[config.mk]
export PLATFORM = sky130hd
export DESIGN_NAME = cpu_addr_seq
export DESIGN_NICKNAME = d
export VERILOG_FILES = /design/src/rtl/cpu_addr_seq.sv
export SDC_FILE = /design/constraint.sdc
export NUM_CORES = 1
export LEC_CHECK = 0
export BUFFER_PORTS_ARGS = -buffer_cell sky130_fd_sc_hd__buf_2
export CAP_MARGIN = 5
export CORE_MARGIN = 2
export CORE_UTILIZATION = 45
export DETAILED_ROUTE_END_ITERATION = 7
export PLACE_DENSITY = 0.74
export SYNTH_ARGS = -nofsm -noshare
export SYNTH_HDL_FRONTEND = slang
export SYNTH_SLANG_ARGS = --single-unit
[constraint.sdc]
create_clock -name clk -period 3.3 [get_ports clk]
set_input_delay 0.825 -clock clk [delete_from_list [all_inputs] [get_ports clk]]
set_output_delay 0.825 -clock clk [all_outputs]
set_load 0.01 [all_outputs]
[src/rtl/cpu_addr_seq.sv]
// Operand address sequencer: resolves the effective address of one 6502-style
// operand by issuing the memory reads its addressing mode needs.
module cpu_addr_seq (
    input  logic        clk,
    input  logic        rst_n,
    input  logic        start,
    input  logic [3:0]  adr_mode,
    input  logic        index,
    input  logic [15:0] pc,
    input  logic [7:0]  x,
    input  logic [7:0]  y,
    output logic [15:0] mem_addr,
    output logic        mem_rd,
    input  logic [7:0]  mem_rdata,
    output logic        busy,
    output logic        done,
    output logic [15:0] ea,
    output logic [1:0]  len,
    output logic        err
);

    // Addressing-mode and index-select codes shared with the decoder.
    localparam logic [3:0] ADR_IMPL  = 4'd0;
    localparam logic [3:0] ADR_IMM   = 4'd1;
    localparam logic [3:0] ADR_ZPG   = 4'd2;
    localparam logic [3:0] ADR_ZPG_I = 4'd3;
    localparam logic [3:0] ADR_ABS   = 4'd4;
    localparam logic [3:0] ADR_ABS_I = 4'd5;
    localparam logic [3:0] ADR_X_IND = 4'd6;
    localparam logic [3:0] ADR_IND_Y = 4'd7;
    localparam logic [3:0] ADR_IND   = 4'd8;
    localparam logic [3:0] ADR_REL   = 4'd9;
    localparam logic [3:0] ADR_INVAL = 4'd15;
    localparam logic       ADR_INDEX_X = 1'b0;

    typedef enum logic [1:0] {
        ST_IDLE     = 2'd0,
        ST_RD_ISSUE = 2'd1,
        ST_RD_WAIT  = 2'd2,
        ST_DONE     = 2'd3
    } state_t;

    // Number of memory reads each mode needs.
    function automatic logic [2:0] f_nreads(input logic [3:0] mode);
        case (mode)
            ADR_ZPG, ADR_ZPG_I, ADR_REL: return 3'd1;
            ADR_ABS, ADR_ABS_I:          return 3'd2;
            ADR_X_IND, ADR_IND_Y:        return 3'd3;
            ADR_IND:                     return 3'd4;
            default:                     return 3'd0;
        endcase
    endfunction

    // Branch target: base plus a two's-complement byte offset, wrapping at 64K.
    function automatic logic [15:0] f_rel_target(input logic [15:0] base,
                                                 input logic [7:0]  off);
        logic signed [15:0] s_off;
        s_off = {{8{off[7]}}, off};
        return base + $unsigned(s_off);
    endfunction

    state_t      r_state;
    state_t      w_next;
    logic [3:0]  r_mode;
    logic [7:0]  r_idx;
    logic [7:0]  r_x;
    logic [7:0]  r_y;
    logic [15:0] r_pc;
    logic [2:0]  r_nreads;
    logic [1:0]  r_step;
    logic [7:0]  r_d [4];
    logic [15:0] r_ea;
    logic [1:0]  r_len;
    logic        r_err;

    logic        w_accept;
    logic        w_last;
    logic [15:0] w_pc1;
    logic [7:0]  w_p;
    logic [7:0]  w_p1;
    logic [7:0]  w_b1;
    logic [7:0]  w_ptr_lo1;
    logic [7:0]  w_zpg_i;
    logic [15:0] w_rd_addr;
    logic [15:0] w_ea;
    logic [1:0]  w_len;
    logic        w_err;

    assign w_accept  = (r_state == ST_IDLE) && start;
    assign w_last    = (({1'b0, r_step} + 3'd1) == r_nreads);
    assign w_pc1     = r_pc + 16'd1;
    assign w_p       = r_d[0] + r_x;
    assign w_p1      = w_p + 8'd1;
    assign w_b1      = r_d[0] + 8'd1;
    assign w_ptr_lo1 = r_d[0] + 8'd1;
    assign w_zpg_i   = r_d[0] + r_idx;

    // State register; reset aborts any operation in flight.
    always_ff @(posedge clk) begin
        if (!rst_n) begin
            r_state <= ST_IDLE;
        end else begin
            r_state <= w_next;
        end
    end

    // Snapshot of the request so later input changes cannot disturb it.
    always_ff @(posedge clk) begin
        if (w_accept) begin
            r_mode   <= adr_mode;
            r_idx    <= (index == ADR_INDEX_X) ? x : y;
            r_x      <= x;
            r_y      <= y;
            r_pc     <= pc;
            r_nreads <= f_nreads(adr_mode);
        end
    end

    // Read counter: which read of the sequence is in progress.
    always_ff @(posedge clk) begin
        if (!rst_n || w_accept) begin
            r_step <= 2'd0;
        end else if (r_state == ST_RD_WAIT) begin
            r_step <= r_step + 2'd1;
        end
    end

    // Capture returned data at the end of each wait cycle, slot by read number.
    always_ff @(posedge clk) begin
        if (r_state == ST_RD_WAIT) begin
            r_d[r_step] <= mem_rdata;
        end
    end

    // Result holding registers: keep the last result visible between operations.
    always_ff @(posedge clk) begin
        if (!rst_n) begin
            r_ea  <= 16'h0000;
            r_len <= 2'd0;
            r_err <= 1'b0;
        end else if (r_state == ST_DONE) begin
            r_ea  <= w_ea;
            r_len <= w_len;
            r_err <= w_err;
        end
    end

    // Address of the current read, chosen by mode and read number.
    always_comb begin
        w_rd_addr = r_pc;
        case (r_mode)
            ADR_ABS, ADR_ABS_I: begin
                w_rd_addr = (r_step == 2'd0) ? r_pc : w_pc1;
            end
            ADR_X_IND: begin
                case (r_step)
                    2'd0:    w_rd_addr = r_pc;
                    2'd1:    w_rd_addr = {8'h00, w_p};
                    default: w_rd_addr = {8'h00, w_p1};
                endcase
            end
            ADR_IND_Y: begin
                case (r_step)
                    2'd0:    w_rd_addr = r_pc;
                    2'd1:    w_rd_addr = {8'h00, r_d[0]};
                    default: w_rd_addr = {8'h00, w_b1};
                endcase
            end
            ADR_IND: begin
                // The pointer high byte never increments: page-wrap on the pointer.
                case (r_step)
                    2'd0:    w_rd_addr = r_pc;
                    2'd1:    w_rd_addr = w_pc1;
                    2'd2:    w_rd_addr = {r_d[1], r_d[0]};
                    default: w_rd_addr = {r_d[1], w_ptr_lo1};
                endcase
            end
            default: w_rd_addr = r_pc;
        endcase
    end

    // Final effective address, operand length and error flag from captured bytes.
    always_comb begin
        w_ea  = 16'h0000;
        w_len = 2'd0;
        w_err = 1'b0;
        case (r_mode)
            ADR_IMPL: begin
                w_ea  = 16'h0000;
                w_len = 2'd0;
            end
            ADR_IMM: begin
                w_ea  = r_pc;
                w_len = 2'd1;
            end
            ADR_ZPG: begin
                w_ea  = {8'h00, r_d[0]};
                w_len = 2'd1;
            end
            ADR_ZPG_I: begin
                w_ea  = {8'h00, w_zpg_i};
                w_len = 2'd1;
            end
            ADR_ABS: begin
                w_ea  = {r_d[1], r_d[0]};
                w_len = 2'd2;
            end
            ADR_ABS_I: begin
                w_ea  = {r_d[1], r_d[0]} + {8'h00, r_idx};
                w_len = 2'd2;
            end
            ADR_X_IND: begin
                w_ea  = {r_d[2], r_d[1]};
                w_len = 2'd1;
            end
            ADR_IND_Y: begin
                w_ea  = {r_d[2], r_d[1]} + {8'h00, r_y};
                w_len = 2'd1;
            end
            ADR_IND: begin
                w_ea  = {r_d[3], r_d[2]};
                w_len = 2'd2;
            end
            ADR_REL: begin
                w_ea  = f_rel_target(w_pc1, r_d[0]);
                w_len = 2'd1;
            end
            ADR_INVAL: begin
                w_err = 1'b1;
            end
            default: begin
                w_err = 1'b1;
            end
        endcase
    end

    // Next-state and handshake outputs.
    always_comb begin
        w_next   = r_state;
        mem_rd   = 1'b0;
        mem_addr = 16'h0000;
        busy     = 1'b1;
        done     = 1'b0;
        case (r_state)
            ST_IDLE: begin
                busy = 1'b0;
                if (start) begin
                    w_next = (f_nreads(adr_mode) != 3'd0) ? ST_RD_ISSUE : ST_DONE;
                end
            end
            ST_RD_ISSUE: begin
                mem_rd   = 1'b1;
                mem_addr = w_rd_addr;
                w_next   = ST_RD_WAIT;
            end
            ST_RD_WAIT: begin
                w_next = w_last ? ST_DONE : ST_RD_ISSUE;
            end
            ST_DONE: begin
                done   = 1'b1;
                w_next = ST_IDLE;
            end
            default: begin
                w_next = ST_IDLE;
            end
        endcase
    end

    // Results are live in the done cycle and held afterwards.
    assign ea  = (r_state == ST_DONE) ? w_ea  : r_ea;
    assign len = (r_state == ST_DONE) ? w_len : r_len;
    assign err = (r_state == ST_DONE) ? w_err : r_err;

endmodule
==> reports/results.ini, run 1 <==
[status]
status = finished with violations
violations = DRC, setup timing

[timing]
worst_slew_pin_slew_ns = 0.660
setup-violations-final = 27
maxSlewViolCount = 0
hold_violations = 0
setup_ws_ns = -0.834
rsz0062_at_grt = true
hold_slack_ns = 0.518
slew_headroom_pct = 56.0
fmax_mhz = 242
min_period_ns = 4.13
min_period_over_period_pct = 125
finalClockSkew_ns = 0.00928

[setup_path]
worstReg2RegStart = r_pc[0]$_DFFE_PP_
worstPathArrival_ns = 3.31
crit_family = buffers and inverters
cp-start-kind = register
critical_path_buf_inv_count = 6
path_class = reg2out
crit_path_end_kind = primary output
critPathMaxFanout = 3
ff2ff_setup_slack_ns = -0.31
slowest_delay_ns = 0.46
cp.required_ns = 2.47
path_common_cell = buf_6
reg2regPathDepth = 20
crit_path_top_delay_cell = edfxtp_1
rr_endpoint = r_ea[7]$_SDFF_PN0_
crit_path_cell_trace = buf_4, buf_6, buf_6, nand3_2, xnor2_2, ha_4, buf_6, o21ai_4, a211oi_2, buf_4, o211ai_1, and3_1, o21ai_2, a31oi_1, buf_2
cp.depth = 15

[min_path]
hold_path_class = reg2reg
hold_depth = 2
hold_start = r_ea[11]$_SDFF_PN0_
hold_end = r_ea[11]$_SDFF_PN0_

[logic_synthesis]
yosysWarnings = 0
synthesis.nets = 1085
syn_inst = 984
syn_area_per_cell_um2 = 8.75
ys_ff_latch = 102
synth_area_um2 = 8610
yosysSeqAreaShare_pct = 32.9
synth-async-reset-ratio_pct = 0
synth-edff-count = 79
synth_ff_type = edfxtp_1
yosysUniqueCellTypes = 82

[global_route]
grt.overflow.total = 0
grt_pass1_vias = 8903
antenna_found_initial = 0
grt.total_usage_pct = 33.0
grt_pass1_wl_mm = 50.5
grt_max_degree = 48

[routing]
routed_wl_mm = 35.2
wl_per_cell_um = 23.5
drc = 4
antenna_left = 0
via_count = 9613
initialDrtViolationCount = 1201
dr.pass1.iters = 8
routed_via_density = 6.42

[placed_design]
dp_slack_ns = -0.382
placedCellCount = 1430
io_buffer_count = 85
gp_congestion = 1.02
hpwl_mm = 25.1

[floorplanning]
die_w_um = 142
die-area_um2 = 20300
start_util_pct = 45.9
coreArea_um2 = 18800
ios = 86
core.rowCount = 50
die_h_um = 142

[clocking]
clock-root-buffer = clkbuf_16
clk_pin_slew_ns = 0.08
cts_sinks = 102
cts_buffer_depth = 2
cts_tree = yes
insertion_delay_ns = 0.37
htree_levels = 3
numCtsBuffers = 9

[power]
power_density_nw_per_um2 = 385
vdd_drop_max_mv = 0.396
p_leak_uw = 0.00493

[layout]
area_growth_pct = 41.9
drive_gt1_share_pct = 40.3
nets = 1360
final_cells = 1498
diodes = 0
fillers = 1507

[job]
drv_cap = 0

[state kept, by name, summed over array words and instances (netlist names)]
| name | cells |
|---|---|
| r_step | 2 |
| r_d | 32 |
| r_len | 2 |
| r_state | 2 |
| r_ea | 16 |
| r_idx | 8 |
| r_y | 8 |
| r_err | 1 |
| r_x | 8 |
| r_nreads | 3 |
| r_pc | 16 |
| r_mode | 4 |
[placed cells by master (no fill, tap or decap), drive strengths merged, types with 30 or more instances in the layout]
| cell | count |
|---|---|
| a21oi | 91 |
| buf | 325 |
| edfxtp | 79 |
| ha | 49 |
| nand2 | 77 |
| nand3 | 30 |
| nor2 | 57 |
| o21ai | 73 |
| xnor2 | 42 |
[cell usage after synthesis (5+ instances only)]
cell       n  area (um2)
nand3_1   30         150
and2_1    26         163
o31ai_1    5        37.5
o211ai_1  10        75.1
a211oi_1  18         135
nand2b_1   7        43.8
o22ai_1    7        43.8
o21a_1     9        67.6
a221oi_1  15         131
xor2_1    15         131
a22o_1     6        52.6
or2_1      8        50.1
nand4_1   10        62.6
xnor2_1   41         359
inv_1     21        78.8
a222oi_1   6        60.1
nand2_1   77         289
nand3b_1   5        37.5
a31oi_1   18         113
or3_1      6        37.5
mux2i_1   13         130
ha_1      49         613
o21ai_1   13        65.1
edfxtp_1  79        2370
a21o_1    15         113
and3_1    20         125
nor2b_1   19         119
a22oi_1   28         210
mux2_2    10         113
a21oi_1   91         455
nor2_1    56         210
o21ai_0   60         300
dfxtp_1   23         460
buf_2     19        95.1
nor3_1    24         120
clkbuf_1  36         135
[tightest hold or removal path, delay by kind of cell, from the launching register on]
family | cells | cell delay, ns
flops | 1 | 0.33
simple gates | 1 | 0.07
compound gates | 1 | 0.07
[cell type report]
class	count	area, um2	share of cell area [%]
clock buffer	9	225	1.84
sequential	102	2830	23.2
inverter	24	92.6	0.758
multi-input combinational	797	6320	51.7
tap	234	293	2.40
clock inverter	7	97.6	0.799
timing repair buffer	325	2360	19.3
[how the worst max path moves through the flow]
| stage | startpoint | end | slack, ns |
|---|---|---|---|
| after floorplan | r_pc[0]$_DFFE_PP_ | ea[13] | -0.11 |
| after global placement | r_pc[1]$_DFFE_PP_ | ea[11] | -0.26 |
| after CTS | r_pc[1]$_DFFE_PP_ | ea[15] | -0.68 |
| after detailed placement | r_pc[1]$_DFFE_PP_ | ea[11] | -0.38 |
| final | r_pc[0]$_DFFE_PP_ | ea[12] | -0.83 |
| after global routing | r_pc[0]$_DFFE_PP_ | ea[15] | -0.92 |
[power breakdown]
part | total (uW) | switching [uW] | leakage (uW) | internal (uW)
Combinational | 2010 | 1080 | 0.00385 | 925
Clock | 1170 | 553 | 0.000159 | 615
Sequential | 1530 | 60.8 | 0.000922 | 1470
[cells by family after synthesis]
logic type	synth area share (%)
compound gates	26.4
simple gates	19.3
flops	32.9
buf+inv	4.16
xor+xnor	6.16
fa+ha+maj	8.05
mux	3.08
[stage by stage]
step                cell area [um2]  setup TNS, ns  total power [uW]  util (%)
global route                  12200         -15.46              4890      65.1
CTS                           11700         -10.13              4480      62.4
global placement              10600          -2.80              3080      56.4
floorplan                      8690         -0.218              2450         -
finish                        12200         -12.63              4700      65.1
detailed placement            10600          -3.58              3100      56.4
[what timing repair did]
item | CTS | global route
pin swaps | 76 | 51
gates cloned | 0 | 0
setup buffers | 33 | 23
hold buffers | 0 | 0
resized for setup | 124 | 69
endpoints found under the setup margin | 29 | 33
[routing by layer]
| layer | track usage, % | up-vias | share of wire [%] | wire length (um) |
|---|---|---|---|---|
| met5 | 0 | - | 0 | 0 |
| met4 | 15.1 | 0 | 5.3 | 1860 |
| met3 | 6.56 | 165 | 9.8 | 3430 |
| met2 | 53.6 | 600 | 46 | 16200 |
| met1 | 42.7 | 4551 | 39 | 13700 |
| li1 | - | 4297 | - | - |
Power figures use the tool's default switching activity.
==> inputs of run 2 (changes only) <==
CORE_MARGIN = unset   (was 2)
==> reports/results.ini, run 2 (synthesized netlist as in run 1, its figures left out) <==
[floorplanning]
coreArea_um2 = 18700
core.rowCount = 50
ios = 86
die_w_um = 140
die_h_um = 140
die-area_um2 = 19700
start_util_pct = 46.0

[setup_path]
path_common_cell = a31oi_2
crit_path_end_kind = primary output
slowest_delay_ns = 0.48
cp.required_ns = 2.47
cp-start-kind = register
crit_path_top_delay_cell = edfxtp_1
worstPathArrival_ns = 3.16
ff2ff_setup_slack_ns = 0.32
critPathMaxFanout = 4
crit_path_cell_trace = ha_4, and3_4, and2_4, nand3_4, nor2_4, xor2_2, ha_1, and4_1, o2111ai_2, a31oi_2, nor3_1, nand3b_1, a31oi_2, buf_2
path_class = reg2out

[global_route]
grt.total_usage_pct = 34.4
grt_pass1_wl_mm = 51.1
antenna_found_initial = 2
grt_max_degree = 48
grt.overflow.total = 0
use_met1_pct = 43.9
use_met3_pct = 5.78
grtUsageMet2_pct = 56.0
grt_pass1_vias = 8903
top_usage_layer = met2

[clocking]
numCtsBuffers = 9
cts_sinks = 102
cts_tree = yes
clk_pin_slew_ns = 0.08
insertion_delay_ns = 0.37
htree_levels = 3
cts_buffer_depth = 2
clock-root-buffer = clkbuf_16

[routing]
antenna_left = 0
drc = 0
via_count = 9446
routed_via_density = 6.38
dr.pass1.iters = 6
initialDrtViolationCount = 1047
routed_wl_mm = 34.3
wl_per_cell_um = 23.2

[layout]
area_growth_pct = 39.9
largest_registers = r_d (32), r_ea (16), r_pc (16)
largest_reg_flops = 32
diodes = 0
nets = 1342
final_cell_mix = buf_4 (199), buf_2 (84), edfxtp_1 (79)
registers.top_by_ff_count = r_d
drive_gt1_share_pct = 39.2
design_area_um2 = 12100
final_common_cell = buf_4

[placed_design]
io_buffer_count = 85
place_area_um2 = 10600
hpwl_mm = 25.2
dp_slack_ns = -0.309
gp_congestion = 0.996

[timing]
rsz0062_at_grt = true
worst_slew_pin_slew_ns = 0.677
setup_ws_ns = -0.688
hold_violations = 0
min_period_over_period_pct = 121
maxSlewViolCount = 0
fmax_mhz = 251
finalClockSkew_ns = 0.0172
slew_headroom_pct = 54.9
fin_tns_setup_ns = -10.20
min_period_ns = 3.99
setup-violations-final = 22

[min_path]
hold_path_class = reg2reg

[power]
p_leak_uw = 0.00481
vdd_drop_max_mv = 0.263
power_density_nw_per_um2 = 389

[status]
violations = setup timing
status = finished with violations

[job]
drv_cap = 0

## run 2: cell types whose count changed in the layout (fill, tap and decap cells not counted), moves of 4 or more
| cell | change |
|---|---|
| a31oi_2 | +4 |
| o21ai_0 | -6 |
| ha_1 | +7 |
| buf_4 | -18 |
| o21ai_1 | +5 |
| ha_2 | -5 |
| a31oi_1 | -4 |
## run 2: cell type report
type                            count  area, um2
Inverter                           24        100
Tap cell                          234        293
Clock inverter                      7       96.3
Sequential cell                   102       2830
Fill cell                        1513       6650
Multi-Input combinational cell    797       6280
Timing Repair Buffer              307       2220
Clock buffer                        9        225
## run 2: critical path, delay by kind of cell (launching register included)
| kind | cells | cell delay [ns] |
|---|---|---|
| compound gates | 3 | 0.52 |
| xor+xnor | 1 | 0.15 |
| fa+ha+maj | 2 | 0.53 |
| buf+inv | 1 | 0.17 |
| flops | 1 | 0.48 |
| simple gates | 7 | 0.94 |
## run 2: worst paths after layout
path / from / to / cells past startpoint
setup / recovery: r_pc[0]$_DFFE_PP_ / ea[15] / 14
hold / removal: r_ea[11]$_SDFF_PN0_ / r_ea[11]$_SDFF_PN0_ / 2
setup reg to reg: r_pc[0]$_DFFE_PP_ / r_ea[10]$_SDFF_PN0_ / 15
hold reg to reg: r_ea[11]$_SDFF_PN0_ / r_ea[11]$_SDFF_PN0_ / 2
## run 2: power breakdown
group          leakage, uW  internal, uW  total [uW]  switching (uW)
clock             0.000155           615        1180             564
sequential        0.000922          1470        1530            61.2
combinational      0.00374           908        1990            1080
total              0.00481          2990        4690            1700
## run 2: stage by stage
stage | total power, uW | util, % | std cells | hold slack, ns
finish | 4690 | 64.4 | 1480 | 0.522
global route | 4860 | 64.4 | 1480 | 0.526
CTS | 4500 | 62.0 | 1468 | 0.519
detailed placement | 3110 | 56.7 | 1431 | 0.502
global placement | 3090 | 56.7 | 1431 | 0.508
floorplan | 2450 | - | 984 | 0.466
## run 2: timing repair
item,4_1_cts,5_1_grt
hold buffers,0,0
setup buffers,26,14
pin swaps,52,46
resized for setup,123,70
endpoints found under the setup margin,28,31
## run 2: per-layer routing
| layer | vias up | part of all wire (%) |
|---|---|---|
| li1 | 4262 | - |
| met1 | 4459 | 39 |
| met2 | 587 | 46 |
| met3 | 138 | 9.9 |
| met4 | 0 | 5.1 |
| met5 | - | 0 |
==> inputs of run 3 (changes only) <==
CELL_PAD_IN_SITES_DETAIL_PLACEMENT = 1   (was unset)
CELL_PAD_IN_SITES_GLOBAL_PLACEMENT = 2   (was unset)
CORE_UTILIZATION = 34   (was 45)
PLACE_DENSITY = 0.86   (was 0.74)
SETUP_SLACK_MARGIN = 0.15   (was unset)
==> reports/results.ini, run 3 (synthesized netlist as in run 1, its figures left out) <==
[status]
status = finished with violations
violations = setup timing

[power]
p_leak_uw = 0.00510
swShare_pct = 38.7
comb_power_share_pct = 45.5
pwr-share-seq_pct = 30.9
vdd_drop_max_mv = 0.239
power_density_nw_per_um2 = 382
clockPowerShare_pct = 23.5
p_int_uw = 3030
power.net_switching_uw = 1910

[setup_path]
crit_path_end_kind = primary output
cp-start-kind = register
crit_path_top_delay_cell = edfxtp_1
worstPathArrival_ns = 3.44
critPathMaxFanout = 4
path_common_cell = ha_4
crit_path_cell_trace = ha_4, and3_4, and2_4, nand3_4, nor2_4, xor2_2, ha_4, and4_4, o2111ai_2, a31oi_1, nor3_1, nand3b_1, a31oi_2, buf_2
slowest_delay_ns = 0.56
path_class = reg2out
cp.required_ns = 2.47

[timing]
slew_headroom_pct = 56.2
rsz0062_at_grt = true
hold_slack_ns = 0.537
finalClockSkew_ns = 0.0130
worst_slew_pin_slew_ns = 0.657
hold_violations = 0
min_period_over_period_pct = 129
min_period_ns = 4.27
setup-violations-final = 31
maxSlewViolCount = 0
setup_ws_ns = -0.968
fmax_mhz = 234
fin_tns_setup_ns = -15.62

[routing]
drc = 0
antenna_left = 0
dr.pass1.iters = 7
initialDrtViolationCount = 989
routed_via_density = 6.22
wl_per_cell_um = 26.3
routed_wl_mm = 42.4
via_count = 10000

[floorplanning]
die_w_um = 161
ios = 86
start_util_pct = 35.0
die_h_um = 161
die-area_um2 = 26000
coreArea_um2 = 24600
core.rowCount = 57

[clocking]
htree_levels = 3
clk_pin_slew_ns = 0.09
numCtsBuffers = 9
clock-root-buffer = clkbuf_16
cts_buffer_depth = 2
insertion_delay_ns = 0.37
cts_sinks = 102
cts-hold-fix-buffers = 0
cts_tree = yes

[layout]
final_cell_mix = buf_4 (219), buf_2 (83), edfxtp_1 (79)
largest_reg_flops = 32
drive_gt1_share_pct = 44.8
registers.top_by_ff_count = r_d
final_common_cell = buf_4
largest_registers = r_d (32), r_ea (16), r_pc (16)
area_growth_pct = 50.3
diodes = 0
nets = 1385

[placed_design]
dp_slack_ns = -0.416
gp_congestion = 0.948
io_buffer_count = 85
hpwl_mm = 29.4

[min_path]
hold_path_class = reg2reg

[global_route]
grt_max_degree = 46
grt.total_usage_pct = 30.7
grt_pass1_wl_mm = 60.2
grt_pass1_vias = 9974
grt.overflow.total = 0
antenna_found_initial = 0

[job]
drv_cap = 0

[run 3: per-layer routing]
layer	wire (um)	up-vias	GRT usage, %
met5	0	-	0
met4	2290	0	16.1
met3	3240	165	3.95
met2	20200	595	51.0
met1	16700	4925	39.0
li1	-	4343	-
[run 3: cell type report]
type / instances / area (um2)
repair buffers: 349 / 2620
multi-input cells: 797 / 6670
clock inverters: 7 / 81.3
fillers: 2816 / 11700
clock buffers: 9 / 225
repair inverters: 1 / 7.51
well taps: 324 / 405
flip-flops and latches: 102 / 2830
inverters: 24 / 104
[run 3: path summary, 6_finish.rpt]
kind,from,endpoint,slack [ns],cells after the start
max,r_pc[0]$_DFFE_PP_,ea[15],-0.97,14
min,r_ea[10]$_SDFF_PN0_,r_ea[10]$_SDFF_PN0_,0.54,2
max reg2reg,r_pc[0]$_DFFE_PP_,r_ea[15]$_SDFF_PN0_,0.13,15
min reg2reg,r_ea[10]$_SDFF_PN0_,r_ea[10]$_SDFF_PN0_,0.54,2
[run 3: what timing repair did]
item / CTS / global route
setup endpoints to repair: 32 / 34
gates cloned: 1 / 0
setup buffers: 42 / 30
gates resized for setup: 181 / 94
pin swaps: 87 / 60
[run 3: per-stage QoR]
| stage | power (uW) | utilization (%) | instance area, um2 | std cells |
|---|---|---|---|---|
| floorplan | 2460 | - | 8740 | 984 |
| global placement | 3130 | 43.8 | 10800 | 1524 |
| detailed placement | 3170 | 43.8 | 10800 | 1524 |
| global route | 5100 | 52.6 | 12900 | 1613 |
| CTS | 4660 | 49.8 | 12300 | 1583 |
| finish | 4940 | 52.6 | 12900 | 1613 |
[run 3: worst max-delay path, delay by kind of cell, from the launching register on]
family	cells	cell delay, ns
XOR/XNOR	1	0.10
flip-flops	1	0.56
adder cells (fa/ha/maj)	2	0.52
AO/OA/AOI/OAI	3	0.55
buffers and inverters	1	0.16
AND/OR/NAND/NOR	7	1.16
[run 3: power groups by stage]
stage | clock (uW) | sequential [uW] | combinational [uW]
6_report | 1160 | 1530 | 2250
5_1_grt | 1210 | 1530 | 2360
4_1_cts | 1170 | 1520 | 1960
3_5_place_dp | 0 | 1550 | 1620
3_3_place_gp | 0 | 1550 | 1580
2_1_floorplan | 0 | 1530 | 924
